===== src/rtl/rush3d_framebuffer_writer.sv =====
// ---------------------------------------------------------------------------------------------
// rush3d_framebuffer_writer
//
// This block is the consumer side of the rush3d control path. It queues raster pixels in a
// small FIFO and turns each one into a framebuffer memory write. When the controller asks for a
// background fill, the block drops the queued pixels and writes the latched background colour
// to every word of the framebuffer, in address order.
//
// framebuffer_write_state reports the FSM state: 0=WAIT 1=WRITE 2=PURGE 3=BACKGROUND. The
// controller watches this output to retire a fill request.
//
// Optional feature: define FB_BOUNDS_CHECK_EN to enable bounds checking. A pixel that lies
// outside the framebuffer is then dropped, and the sticky pixel_clip_flag is set. When the
// macro is undefined, out-of-range coordinates wrap through the truncated address arithmetic
// and pixel_clip_flag stays 0.
//
// Ports
//   clock                   in   system clock
//   reset_n                 in   asynchronous reset, active low
//   fill_background_flag    in   fill request from controller (level)
//   background_colour       in   fill colour, captured in PURGE
//   pixel_valid/ready       in/out pixel handshake (push on valid && ready)
//   pixel_x/pixel_y         in   pixel coordinates
//   pixel_colour            in   pixel colour
//   fb_address              out  write word address (registered)
//   fb_writedata            out  write data (registered)
//   fb_write                out  write strobe (registered)
//   fb_waitrequest          in   slave stall; write accepted when fb_write && !fb_waitrequest
//   framebuffer_write_state out  FSM state (registered)
//   pixel_clip_flag         out  sticky out-of-bounds indicator (bounds-check build only)
// ---------------------------------------------------------------------------------------------
module rush3d_framebuffer_writer #(
  parameter int unsigned FB_WIDTH   = 640,
  parameter int unsigned FB_HEIGHT  = 480,
  parameter int unsigned X_W        = 10,
  parameter int unsigned Y_W        = 10,
  parameter int unsigned COLOUR_W   = 16,
  parameter int unsigned ADDR_W     = 32,
  parameter int unsigned FB_BASE    = 0,
  parameter int unsigned FIFO_DEPTH = 16
) (
  input  logic                clock,
  input  logic                reset_n,
  input  logic                fill_background_flag,
  input  logic [COLOUR_W-1:0] background_colour,
  input  logic                pixel_valid,
  output logic                pixel_ready,
  input  logic [X_W-1:0]      pixel_x,
  input  logic [Y_W-1:0]      pixel_y,
  input  logic [COLOUR_W-1:0] pixel_colour,
  output logic [ADDR_W-1:0]   fb_address,
  output logic [COLOUR_W-1:0] fb_writedata,
  output logic                fb_write,
  input  logic                fb_waitrequest,
  output logic [3:0]          framebuffer_write_state,
  output logic                pixel_clip_flag
);

  localparam int unsigned PTR_W      = $clog2(FIFO_DEPTH);
  localparam int unsigned ENTRY_W    = X_W + Y_W + COLOUR_W;
  localparam int unsigned FILL_TOTAL = FB_WIDTH * FB_HEIGHT;
  localparam int unsigned CNT_W      = $clog2(FILL_TOTAL + 1);

  localparam logic [ADDR_W-1:0] BASE_ADDR = ADDR_W'(FB_BASE);
  localparam logic [CNT_W-1:0]  FILL_LAST = CNT_W'(FILL_TOTAL - 1);
  localparam logic [CNT_W-1:0]  FILL_DONE = CNT_W'(FILL_TOTAL);

  typedef enum logic [1:0] {
    StWait       = 2'd0,
    StWrite      = 2'd1,
    StPurge      = 2'd2,
    StBackground = 2'd3
  } state_e;

  // ------------------------------------------------------------------------------------------
  // Pixel FIFO. The pointers carry one extra wrap bit so the FIFO can tell full from empty.
  // ------------------------------------------------------------------------------------------
  logic [ENTRY_W-1:0] r_fifo_mem [FIFO_DEPTH];
  logic [PTR_W:0]     r_wr_ptr;
  logic [PTR_W:0]     r_rd_ptr;
  logic [PTR_W:0]     w_wr_ptr_d;
  logic [PTR_W:0]     w_rd_ptr_d;
  logic               w_fifo_empty;
  logic               w_full_d;
  logic               w_push;
  logic               w_pop;
  logic               w_fifo_clear;

  logic [ENTRY_W-1:0]  w_head;
  logic [X_W-1:0]      w_head_x;
  logic [Y_W-1:0]      w_head_y;
  logic [COLOUR_W-1:0] w_head_colour;
  logic [ADDR_W-1:0]   w_head_addr;
  logic                w_head_clip;

  // FSM and output registers
  state_e              r_state;
  state_e              w_state_d;
  logic [ADDR_W-1:0]   r_fb_address;
  logic [ADDR_W-1:0]   w_fb_address_d;
  logic [COLOUR_W-1:0] r_fb_writedata;
  logic [COLOUR_W-1:0] w_fb_writedata_d;
  logic                r_fb_write;
  logic                w_fb_write_d;
  logic [CNT_W-1:0]    r_fill_cnt;
  logic [CNT_W-1:0]    w_fill_cnt_d;
  logic                r_pixel_ready;
  logic                w_pixel_ready_d;
  logic                w_accept;
  logic                w_fill_done;

  assign w_push       = pixel_valid && r_pixel_ready;
  assign w_fifo_empty = (r_wr_ptr == r_rd_ptr);

  always_ff @(posedge clock) begin
    if (w_push) begin
      r_fifo_mem[r_wr_ptr[PTR_W-1:0]] <= {pixel_x, pixel_y, pixel_colour};
    end
  end

  assign w_head        = r_fifo_mem[r_rd_ptr[PTR_W-1:0]];
  assign w_head_x      = w_head[ENTRY_W-1 -: X_W];
  assign w_head_y      = w_head[COLOUR_W +: Y_W];
  assign w_head_colour = w_head[COLOUR_W-1:0];

  // The address wraps modulo 2^ADDR_W when the coordinates are out of range.
  assign w_head_addr = BASE_ADDR + ADDR_W'(w_head_y) * ADDR_W'(FB_WIDTH) + ADDR_W'(w_head_x);

`ifdef FB_BOUNDS_CHECK_EN
  assign w_head_clip = (32'(w_head_x) >= FB_WIDTH) || (32'(w_head_y) >= FB_HEIGHT);
`else
  assign w_head_clip = 1'b0;
`endif

  always_comb begin
    w_wr_ptr_d = r_wr_ptr;
    w_rd_ptr_d = r_rd_ptr;
    if (w_fifo_clear) begin
      // No push can coincide with the clear: ready is low throughout PURGE.
      w_wr_ptr_d = '0;
      w_rd_ptr_d = '0;
    end else begin
      if (w_push) w_wr_ptr_d = r_wr_ptr + (PTR_W + 1)'(1);
      if (w_pop)  w_rd_ptr_d = r_rd_ptr + (PTR_W + 1)'(1);
    end
  end

  assign w_full_d = (w_wr_ptr_d[PTR_W] != w_rd_ptr_d[PTR_W]) &&
                    (w_wr_ptr_d[PTR_W-1:0] == w_rd_ptr_d[PTR_W-1:0]);

  // ready is registered and computed from next-cycle occupancy and state. It therefore equals
  // !full && state in {WAIT, WRITE} for the current cycle, and it reads 0 while in reset.
  assign w_pixel_ready_d = !w_full_d && ((w_state_d == StWait) || (w_state_d == StWrite));

  // ------------------------------------------------------------------------------------------
  // Next-state and output logic
  // ------------------------------------------------------------------------------------------
  assign w_accept    = r_fb_write && !fb_waitrequest;
  assign w_fill_done = (r_fill_cnt == FILL_DONE);

  always_comb begin
    w_state_d        = r_state;
    w_fb_address_d   = r_fb_address;
    w_fb_writedata_d = r_fb_writedata;
    w_fb_write_d     = r_fb_write;
    w_fill_cnt_d     = r_fill_cnt;
    w_pop            = 1'b0;
    w_fifo_clear     = 1'b0;

    unique case (r_state)
      StWait: begin
        if (fill_background_flag) begin
          w_state_d = StPurge;
        end else if (!w_fifo_empty) begin
          w_pop = 1'b1;
          if (w_head_clip) begin
            // The clipped pixel uses up this pop slot and produces no write.
            w_fb_write_d = 1'b0;
            w_state_d    = StWait;
          end else begin
            w_fb_address_d   = w_head_addr;
            w_fb_writedata_d = w_head_colour;
            w_fb_write_d     = 1'b1;
            w_state_d        = StWrite;
          end
        end
      end

      StWrite: begin
        // A pending write is only retired by acceptance, so a fill request never aborts it.
        if (w_accept) begin
          if (fill_background_flag) begin
            w_fb_write_d = 1'b0;
            w_state_d    = StPurge;
          end else if (!w_fifo_empty) begin
            w_pop = 1'b1;
            if (w_head_clip) begin
              w_fb_write_d = 1'b0;
              w_state_d    = StWait;
            end else begin
              w_fb_address_d   = w_head_addr;
              w_fb_writedata_d = w_head_colour;
              w_fb_write_d     = 1'b1;
            end
          end else begin
            w_fb_write_d = 1'b0;
            w_state_d    = StWait;
          end
        end
      end

      StPurge: begin
        // Drop queued pixels and preload the first fill write. fb_writedata keeps the captured
        // colour for the whole fill.
        w_fifo_clear     = 1'b1;
        w_fill_cnt_d     = '0;
        w_fb_address_d   = BASE_ADDR;
        w_fb_writedata_d = background_colour;
        w_fb_write_d     = 1'b1;
        w_state_d        = StBackground;
      end

      StBackground: begin
        if (w_accept) begin
          w_fill_cnt_d = r_fill_cnt + CNT_W'(1);
          if (r_fill_cnt == FILL_LAST) begin
            w_fb_write_d = 1'b0;
          end else begin
            w_fb_address_d = BASE_ADDR + ADDR_W'(w_fill_cnt_d);
          end
        end
        // A request that is still high at completion is held here, so no refill starts.
        if (w_fill_done && !fill_background_flag) begin
          w_state_d = StWait;
        end
      end

      default: begin
        w_state_d    = StWait;
        w_fb_write_d = 1'b0;
      end
    endcase
  end

  always_ff @(posedge clock or negedge reset_n) begin
    if (!reset_n) begin
      r_state        <= StWait;
      r_fb_address   <= '0;
      r_fb_writedata <= '0;
      r_fb_write     <= 1'b0;
      r_fill_cnt     <= '0;
      r_wr_ptr       <= '0;
      r_rd_ptr       <= '0;
      r_pixel_ready  <= 1'b0;
    end else begin
      r_state        <= w_state_d;
      r_fb_address   <= w_fb_address_d;
      r_fb_writedata <= w_fb_writedata_d;
      r_fb_write     <= w_fb_write_d;
      r_fill_cnt     <= w_fill_cnt_d;
      r_wr_ptr       <= w_wr_ptr_d;
      r_rd_ptr       <= w_rd_ptr_d;
      r_pixel_ready  <= w_pixel_ready_d;
    end
  end

`ifdef FB_BOUNDS_CHECK_EN
  logic r_clip;

  always_ff @(posedge clock or negedge reset_n) begin
    if (!reset_n) begin
      r_clip <= 1'b0;
    end else if (w_pop && w_head_clip) begin
      r_clip <= 1'b1;
    end
  end

  assign pixel_clip_flag = r_clip;
`else
  assign pixel_clip_flag = 1'b0;
`endif

  assign pixel_ready             = r_pixel_ready;
  assign fb_address              = r_fb_address;
  assign fb_writedata            = r_fb_writedata;
  assign fb_write                = r_fb_write;
  assign framebuffer_write_state = {2'b00, r_state};

endmodule


===== config.mk =====
export PLATFORM = sky130hd
export DESIGN_NAME = rush3d_framebuffer_writer
export DESIGN_NICKNAME = d
export VERILOG_FILES = /design/src/rtl/rush3d_framebuffer_writer.sv
export SDC_FILE = /design/constraint.sdc
export NUM_CORES = 1
export LEC_CHECK = 0
export BUFFER_PORTS_ARGS = -buffer_cell sky130_fd_sc_hd__buf_2
export CAP_MARGIN = 15
export CORE_MARGIN = 4
export CORE_UTILIZATION = 55
export DETAILED_ROUTE_END_ITERATION = 7
export GPL_ROUTABILITY_DRIVEN = 0
export PLACE_DENSITY_LB_ADDON = 0.12
export SYNTH_ARGS = -nofsm -noshare
export SYNTH_HDL_FRONTEND = slang
export SYNTH_SLANG_ARGS = --single-unit
export TNS_END_PERCENT = 1

===== constraint.sdc =====
create_clock -name clock -period 4.8 [get_ports clock]
set_input_delay 0.48 -clock clock [delete_from_list [all_inputs] [get_ports clock]]
set_output_delay 0.48 -clock clock [all_outputs]
set_load 0.01 [all_outputs]

==> key figures, run 1 <==
Routing
  – Vias/cell: around 6.2
  – # DRC: 0
  – Via Count: 13200
  – Drt wl/cell: 26.9 um
  – Iteration-0 DRC count of the detailed router: 1413
  – Post-Route WL: 57500 um
  – Routed Antenna Nets: 0
  – DR pass1 iterations: 5

Floorplan
  – I/O pin total: around 110
  – Die H: about 230 um
  – # rows: between 70 and 80
  – Die width: 226 um
  – Core area: 46900 um2
  – Initial Util: 0.560
  – Die area: 51200 um2

Synthesis
  – FF+latch count, synth: between 600 and 700
  – Post-Syn Area per Cell: roughly 20 um2
  – Top_reg_cell synth: edfxtp_1
  – EDFF count, synth: 576
  – Post-synth ARST share: 0.108
  – Mapped cell area: 26200 um2
  – Synth warn: 0
  – Distinct cells, synth: 62
  – Gate Count Post-Synth: about 1300
  – Seq/Total Area, Yosys: 0.726

Worst setup path
  – Arrival @ worst endpoint: about 5 ns
  – Crit path kind: flop to flop
  – Slowest Stage Delay on Critical Path: 0.64 ns
  – Maximum fanout along the worst path: 14
  – CP startpoint kind: flop
  – Critical Path Sink Type: flop
  – Req. time, crit path: 5.30 ns
  – Crit-path cells: buf_16 -> mux4_2 -> mux4_2 -> ha_1 -> ha_1 -> o21a_1 -> a2111oi_1 -> o21bai_1 -> xor2_1 -> nand3_1 -> a2111oi_2 -> nand3b_1
  – CP max stage cell: dfrtp_4

Power
  – Leakage: 9.75 nW
  – Total power: 12.4 mW
  – Maximum vdd drop: 0.000414 V
  – Power per Cell Area: 418 nW/um2

STA
  – Number of slew-limit violations in the final report: 0
  – RSZ-0062 raised after global routing: false
  – Final setup viols: 0
  – Hold Fails Final Rpt: 0
  – Worst-margin pin slew: 1.08 ns
  – Worst setup margin: 0.288 ns
  – Setup Skew: approximately 0.028 ns
  – Slew HR: 0.281
  – Final TNS setup: 0 ns
  – Period Utilization, post-route: 0.940
  – Tmin final: 4.51 ns
  – Fmax: 222 MHz

Worst hold path
  – Worst min path class: primary input to flop

Global routing
  – Largest net degree at the start of global routing: 50
  – First-pass GRT wire length: 85800 um
  – Grt ovf: 0
  – GRT Util Overall: 0.229
  – Initial antenna violation count: 3
  – Vias in the first global route: 13400

Clock network
  – Root Buffer: clkbuf_16
  – TritonCTS clock tree: done
  – Insertion delay to the later sink of the worst-skew pair: approximately 0.59 ns
  – Clk buf depth: 3
  – Clk slew on worst S/H paths: 0.06 ns
  – Max H-tree Level: 3
  – Num CTS Buffers: 67
  – Total clock sinks: roughly 650

Cells and area
  – Final Net Count: between 1500 and 2000
  – Multi-input gate area: 6860 um2
  – Area growth from synthesis to layout: 13.2%
  – Layout cells sized above 1: 0.284
  – Fill cells: 3271
  – # diodes: 0
  – Register area: 19100 um2
  – Non-Filler Instances: 2135

Status
  – Outcome: finished clean

Placement
  – Port Buffer Count: 97
  – Post-DP HPWL: 32800 um
  – Pre-CTS setup slack: 0.297 ns
  – Placed insts: 2017

Job
  – Max_cap viols: 0
-- path summary, 6_finish.rpt --
kind / slack [ns] / start / endpoint / depth (start not counted)
worst min register to register: 0.48 / fb_address[20]$_DFFE_PN0P_ / fb_address[20]$_DFFE_PN0P_ / 1
worst max register to register: 0.29 / r_rd_ptr[0]$_DFF_PN0_ / fb_address[18]$_DFFE_PN0P_ / 12
max in group asynchronous: 3.42 / reset_n / fb_writedata[13]$_DFFE_PN0P_ / 3
min in group asynchronous: 0.50 / reset_n / fb_address[11]$_DFFE_PN0P_ / 2
worst max-delay path: 0.29 / r_rd_ptr[0]$_DFF_PN0_ / fb_address[18]$_DFFE_PN0P_ / 12
worst min-delay path: 0.11 / background_colour[0] / fb_writedata[0]$_DFFE_PN0P_ / 3
-- worst max-delay path, delay by kind of cell (launching register included) --
kind,cells,cell delay [ns]
compound gates,4,1.23
mux,2,1.05
fa+ha+maj,2,0.66
flops,1,0.64
simple gates,2,0.33
xor+xnor,1,0.28
buf+inv,1,0.21
-- repair_timing --
action	4_1_cts	5_1_grt
endpoints found under the hold margin	48	0
setup buffers	0	1
hold buffers	1	0
resized for setup	0	1
endpoints found under the setup margin	0	2
-- per-stage QoR --
stage | instance area (um2) | utilization | hold slack (ns)
floorplan | 26300 | - | 0.184
global placement | 27600 | 0.589 | 0.469
detailed placement | 27600 | 0.590 | 0.473
CTS | 29600 | 0.633 | 0.0670
global route | 29700 | 0.633 | 0.101
finish | 29700 | 0.633 | 0.111
-- kinds of logic after synthesis --
kind of cell / Yosys count / synth area share
AO/OA/AOI/OAI: 130 / 0.0316
XOR/XNOR: 47 / 0.0163
adder cells (fa/ha/maj): 28 / 0.0139
buffers and inverters: 101 / 0.0184
flip-flops: 646 / 0.726
multiplexers: 200 / 0.159
other: 1 / 0.000143
AND/OR/NAND/NOR: 185 / 0.0347
-- synthesized netlist by cell type (7+ instances only) --
master,n,area [um2]
a21oi_1,29,145
buf_2,25,125
buf_4,17,128
clkbuf_1,33,124
dfrtp_1,70,1750
edfxtp_1,576,17300
ha_1,26,325
inv_1,21,78.8
mux2i_1,26,260
mux4_2,172,3870
nand2_1,57,214
nand3_1,17,85.1
nor2_1,48,180
nor2b_1,10,62.6
nor3_1,12,60.1
nor3b_1,7,52.6
o21ai_0,46,230
xnor2_1,33,289
xor2_1,13,114
-- registers in the layout, summed over array words and instances (netlist names) --
signal	flops
r_fifo_mem	576
fb_address	21
r_fill_cnt	19
fb_writedata	16
r_rd_ptr	5
r_wr_ptr	5
r_state	2
fb_write	1
pixel_ready	1
-- area by class of cell --
| type | count | area share |
|---|---|---|
| inverter | 21 | 0.00266 |
| timing repair buffer | 141 | 0.0303 |
| clock buffer | 92 | 0.0621 |
| clock inverter | 24 | 0.00586 |
| tap | 607 | 0.0256 |
| sequential | 646 | 0.642 |
| multi-input combinational | 604 | 0.231 |
-- metal layers --
layer,track usage,share of wire,vias to the layer above,wire length [um]
li1,-,-,5701,-
met1,0.338,0.43,6933,24900
met2,0.368,0.49,439,28200
met3,0.0355,0.061,75,3500
met4,0.0562,0.015,6,860
met5,0,0.00059,-,34
-- placed cells by master (no fill, tap or decap), types with 14 or more instances in the layout --
master and count:
nand2_1 57, inv_1 21, ha_1 26, nand3_1 17
mux4_2 172, a21oi_1 29, conb_1 14, clkbuf_16 69
dfrtp_1 66, xnor2_1 33, buf_2 96, mux2i_1 26
edfxtp_1 576, nor2_1 35, clkbuf_1 20, o21ai_0 46
buf_4 39
-- where the power goes --
group | internal, mW | total, mW | switching (mW) | leakage, nW
clock | 2.79 | 4.81 | 2.02 | 0.989
sequential | 6.23 | 6.33 | 0.108 | 6.08
combinational | 0.605 | 1.25 | 0.650 | 2.68
Note: power is estimated with default switching activity, not from simulation.
==> inputs of run 2 (changes only) <==
--- a/config.mk
+++ b/config.mk
@@ -5,10 +5,11 @@
 export SDC_FILE = /design/constraint.sdc
 export NUM_CORES = 1
 export LEC_CHECK = 0
+export ABC_AREA = 1
 export BUFFER_PORTS_ARGS = -buffer_cell sky130_fd_sc_hd__buf_2
 export CAP_MARGIN = 15
 export CORE_MARGIN = 4
-export CORE_UTILIZATION = 55
+export CORE_UTILIZATION = 56
 export DETAILED_ROUTE_END_ITERATION = 7
 export GPL_ROUTABILITY_DRIVEN = 0
 export PLACE_DENSITY_LB_ADDON = 0.12
==> run 2 against run 1 <==
  * Die area grew 0.15%
  * Critical path type unchanged
  * Sequential share of layout area down 0.71 points
  * Power is 44% higher
  * Setup slack gained 0.18 ns
  * Highest routed layer is now met4
  * Non-clock buffer count shrank 2
  * Clock power grew 7.1%
  * Sequential cell count unchanged
  * Critical path depth grew 9
  * Largest cell class unchanged
==> key figures, run 2 <==
Status
  – Outcome: finished clean

Global routing
  – GRT Util Overall: 0.265
  – Largest net degree at the start of global routing: 213
  – Grt ovf: 0
  – GRT Max-Usage Layer: met2
  – M3 GR Usage: 0.0458
  – Met1 GRT Util: 0.392
  – Met2 GRT Util: 0.409
  – Initial antenna violation count: 2
  – Vias in the first global route: 17100
  – First-pass GRT wire length: 103000 um

Clock network
  – TritonCTS clock tree: done
  – Hold buffer count at CTS: 0
  – Cts repair resizes: 0
  – Root Buffer: clkbuf_16
  – Clk slew on worst S/H paths: 0.06 ns
  – Setup bufs post-CTS: 0
  – Num CTS Buffers: 68
  – Max H-tree Level: 3
  – Insertion delay to the later sink of the worst-skew pair: 0.59 ns
  – Clk buf depth: 3
  – Total clock sinks: 646

Worst setup path
  – Crit path top cell by count: nand2_1
  – Maximum fanout along the worst path: 212
  – Crit-path cells: buf_12 -> o21ai_0 -> o221ai_1 -> nand3_1 -> nand3_1 -> ha_1 -> ha_1 -> inv_1 -> fa_1 -> nor2_1 -> nand2_1 -> nor2_1 -> nand2_1 -> nor2_1 -> nand2_1 -> nor2_1 -> nand3_1 -> inv_1 -> nand2_1 -> nand3_1 -> nand2_1
  – Req. time, crit path: 5.26 ns
  – Crit path kind: flop to flop
  – CP max stage cell: buf_12
  – CP startpoint kind: flop
  – Reg-to-reg startpoint: r_rd_ptr[0]$_DFF_PN0_
  – Arrival @ worst endpoint: 4.79 ns
  – Critical path's top delay family: simple AND/OR/NAND/NOR gates
  – Critical Path Sink Type: flop
  – Slowest Stage Delay on Critical Path: 0.63 ns
  – Crit. Startpoint: r_rd_ptr[0]$_DFF_PN0_
  – CP bufs+invs: 3

Synthesis
  – Distinct cells, synth: 44
  – Post-synth ARST share: 0.108
  – Seq/Total Area, Yosys: 0.712
  – Post-Synth Simple-Gate Area: 0.114
  – FF+latch count, synth: approximately 650
  – Synth area leaders: edfxtp_1, dfrtp_1, o21ai_0
  – Compound-Gate Fraction of Synth Area: 0.118
  – Most frequent cell after synthesis: edfxtp_1
  – EDFF count, synth: 576
  – Post-synthesis xor/xnor area fraction: 0.00552
  – Post-synth top area share: 0.647
  – Synth warn: 0
  – Post-Syn Area per Cell: approximately 12 um2
  – Commonest cells post-synth: edfxtp_1, o21ai_0, nor2_1, nand2_1, o22ai_1
  – Multiplexer share of the synthesized area: 0
  – Gate Count Post-Synth: 2185
  – Main combinational cell family by area after synthesis: compound AO/OA/AOI/OAI gates
  – Top_reg_cell synth: edfxtp_1
  – Mapped cell area: 26700 um2
  – Post-synth top area cell: edfxtp_1
  – Synth Area in Adders: 0.0137

STA
  – Setup Skew: roughly 0.021 ns
  – Fmax: 231 MHz
  – Tmin final: roughly 4.3 ns
  – Number of slew-limit violations in the final report: 0
  – Hold Fails Final Rpt: 0
  – Period Utilization, post-route: 0.902
  – Worst-margin pin slew: 1.16 ns
  – Final TNS setup: 0 ns
  – Slew HR: 0.227
  – Final setup viols: 0
  – Worst setup margin: between 0.4 and 0.5 ns
  – RSZ-0062 raised after global routing: false

Routing
  – Iteration-0 DRC count of the detailed router: 2233
  – # DRC: 0
  – Via Count: 18000
  – Post-Route WL: 68100 um
  – DR pass1 iterations: 7
  – Drt wl/cell: 23.3 um
  – Routed Antenna Nets: 0
  – Vias/cell: 6.15

Cells and area
  – Area growth from synthesis to layout: 12.2%
  – Commonest cells after routing, fill and taps aside: edfxtp_1, o21ai_0, nor2_1
  – Commonest non-fill, non-tap cell in the layout: edfxtp_1
  – Register area: around 19000 um2
  – Fill cells: 3513
  – Multi-input gate area: 6900 um2
  – Final Net Count: 2350
  – Non-Filler Instances: 2918
  – Max reg flops: 576
  – Final Cell Area: about 30000 um2
  – Layout cells sized above 1: 0.122

Floorplan
  – # rows: 79
  – Die H: 227 um
  – Die area: 51300 um2
  – Core area: about 47000 um2
  – Initial Util: 0.571
  – Die width: 227 um
  – I/O pin total: between 100 and 150

Power
  – Total power: 17.8 mW
  – Leakage: between 10 and 15 nW
  – Power per Cell Area: 594 nW/um2
  – Maximum vdd drop: 0.000448 V

Worst hold path
  – Worst min path class: primary input to asynchronous set/reset pin

Placement
  – Post-DP HPWL: 37700 um
  – Pre-CTS setup slack: 0.618 ns
  – Placed Area: 27800 um2
  – Port Buffer Count: 97
  – Placed insts: 2802

Job
  – Max_cap viols: 0
## run 2: cell count changes after synthesis, moves of 46 or more
cell      change
clkbuf_1     +47
nor2_1      +299
o21ai_0     +302
mux4_2      -172
nand2_1     +169
inv_1        +46
o221ai_1     +50
o22ai_1      +79
nand3_1      +59
## run 2: area by class of cell
cell class | instances | share of cell area
inverters | 75 | 0.00968
multi-input cells | 1335 | 0.230
clock inverters | 26 | 0.0103
diodes | 1 | 0.0000834
flip-flops and latches | 646 | 0.635
clock buffers | 89 | 0.0618
repair buffers | 139 | 0.0276
well taps | 607 | 0.0253
## run 2: power breakdown
group,internal [mW],leakage (nW),switching (mW)
combinational,1.95,3.45,4.10
sequential,6.40,6.10,0.230
clock,3.08,1.06,2.06
total,11.4,10.6,6.40
## run 2: worst register-to-register path, stage by stage, from the launching register on
cell	delay, ns
dfrtp_4	0.52
buf_12	0.63
o21ai_0	0.44
o221ai_1	0.24
nand3_1	0.10
nand3_1	0.15
ha_1	0.26
ha_1	0.21
inv_1	0.08
fa_1	0.46
nor2_1	0.12
nand2_1	0.07
nor2_1	0.12
nand2_1	0.08
nor2_1	0.14
nand2_1	0.08
nor2_1	0.14
nand3_1	0.12
inv_1	0.07
nand2_1	0.04
nand3_1	0.06
nand2_1	0.05
## run 2: logic make-up (layout without fill, tap and decap cells)
group,Yosys count,after routing
flops,646,646
simple gates,725,725
compound gates,552,552
other cells,1,15
xor+xnor,16,16
fa+ha+maj,28,28
buf+inv,217,329
## run 2: worst paths after layout
kind,end,slack [ns],cells after the start
max,fb_address[18]$_DFFE_PN0P_,0.47,21
min,fb_writedata[2]$_DFFE_PN0P_,0.06,1
max reg2reg,fb_address[18]$_DFFE_PN0P_,0.47,21
min reg2reg,fb_writedata[14]$_DFFE_PN0P_,0.48,2
max in group asynchronous,r_rd_ptr[0]$_DFF_PN0_,3.96,1
min in group clock,fb_writedata[12]$_DFFE_PN0P_,0.18,3
## run 2: metrics by stage
step,hold WS [ns],utilization
after global routing,0.114,0.640
after CTS,0.0698,0.640
after detailed placement,0.464,0.594
after floorplan,0.184,-
after global placement,0.461,0.594
final,0.0556,0.640
## run 2: per-layer routing
layer / vias up / part of all wire
met2: 721 / 0.47
met5: - / 0
li1: 8141 / -
met4: 0 / 0.026
met1: 8949 / 0.43
met3: 143 / 0.072
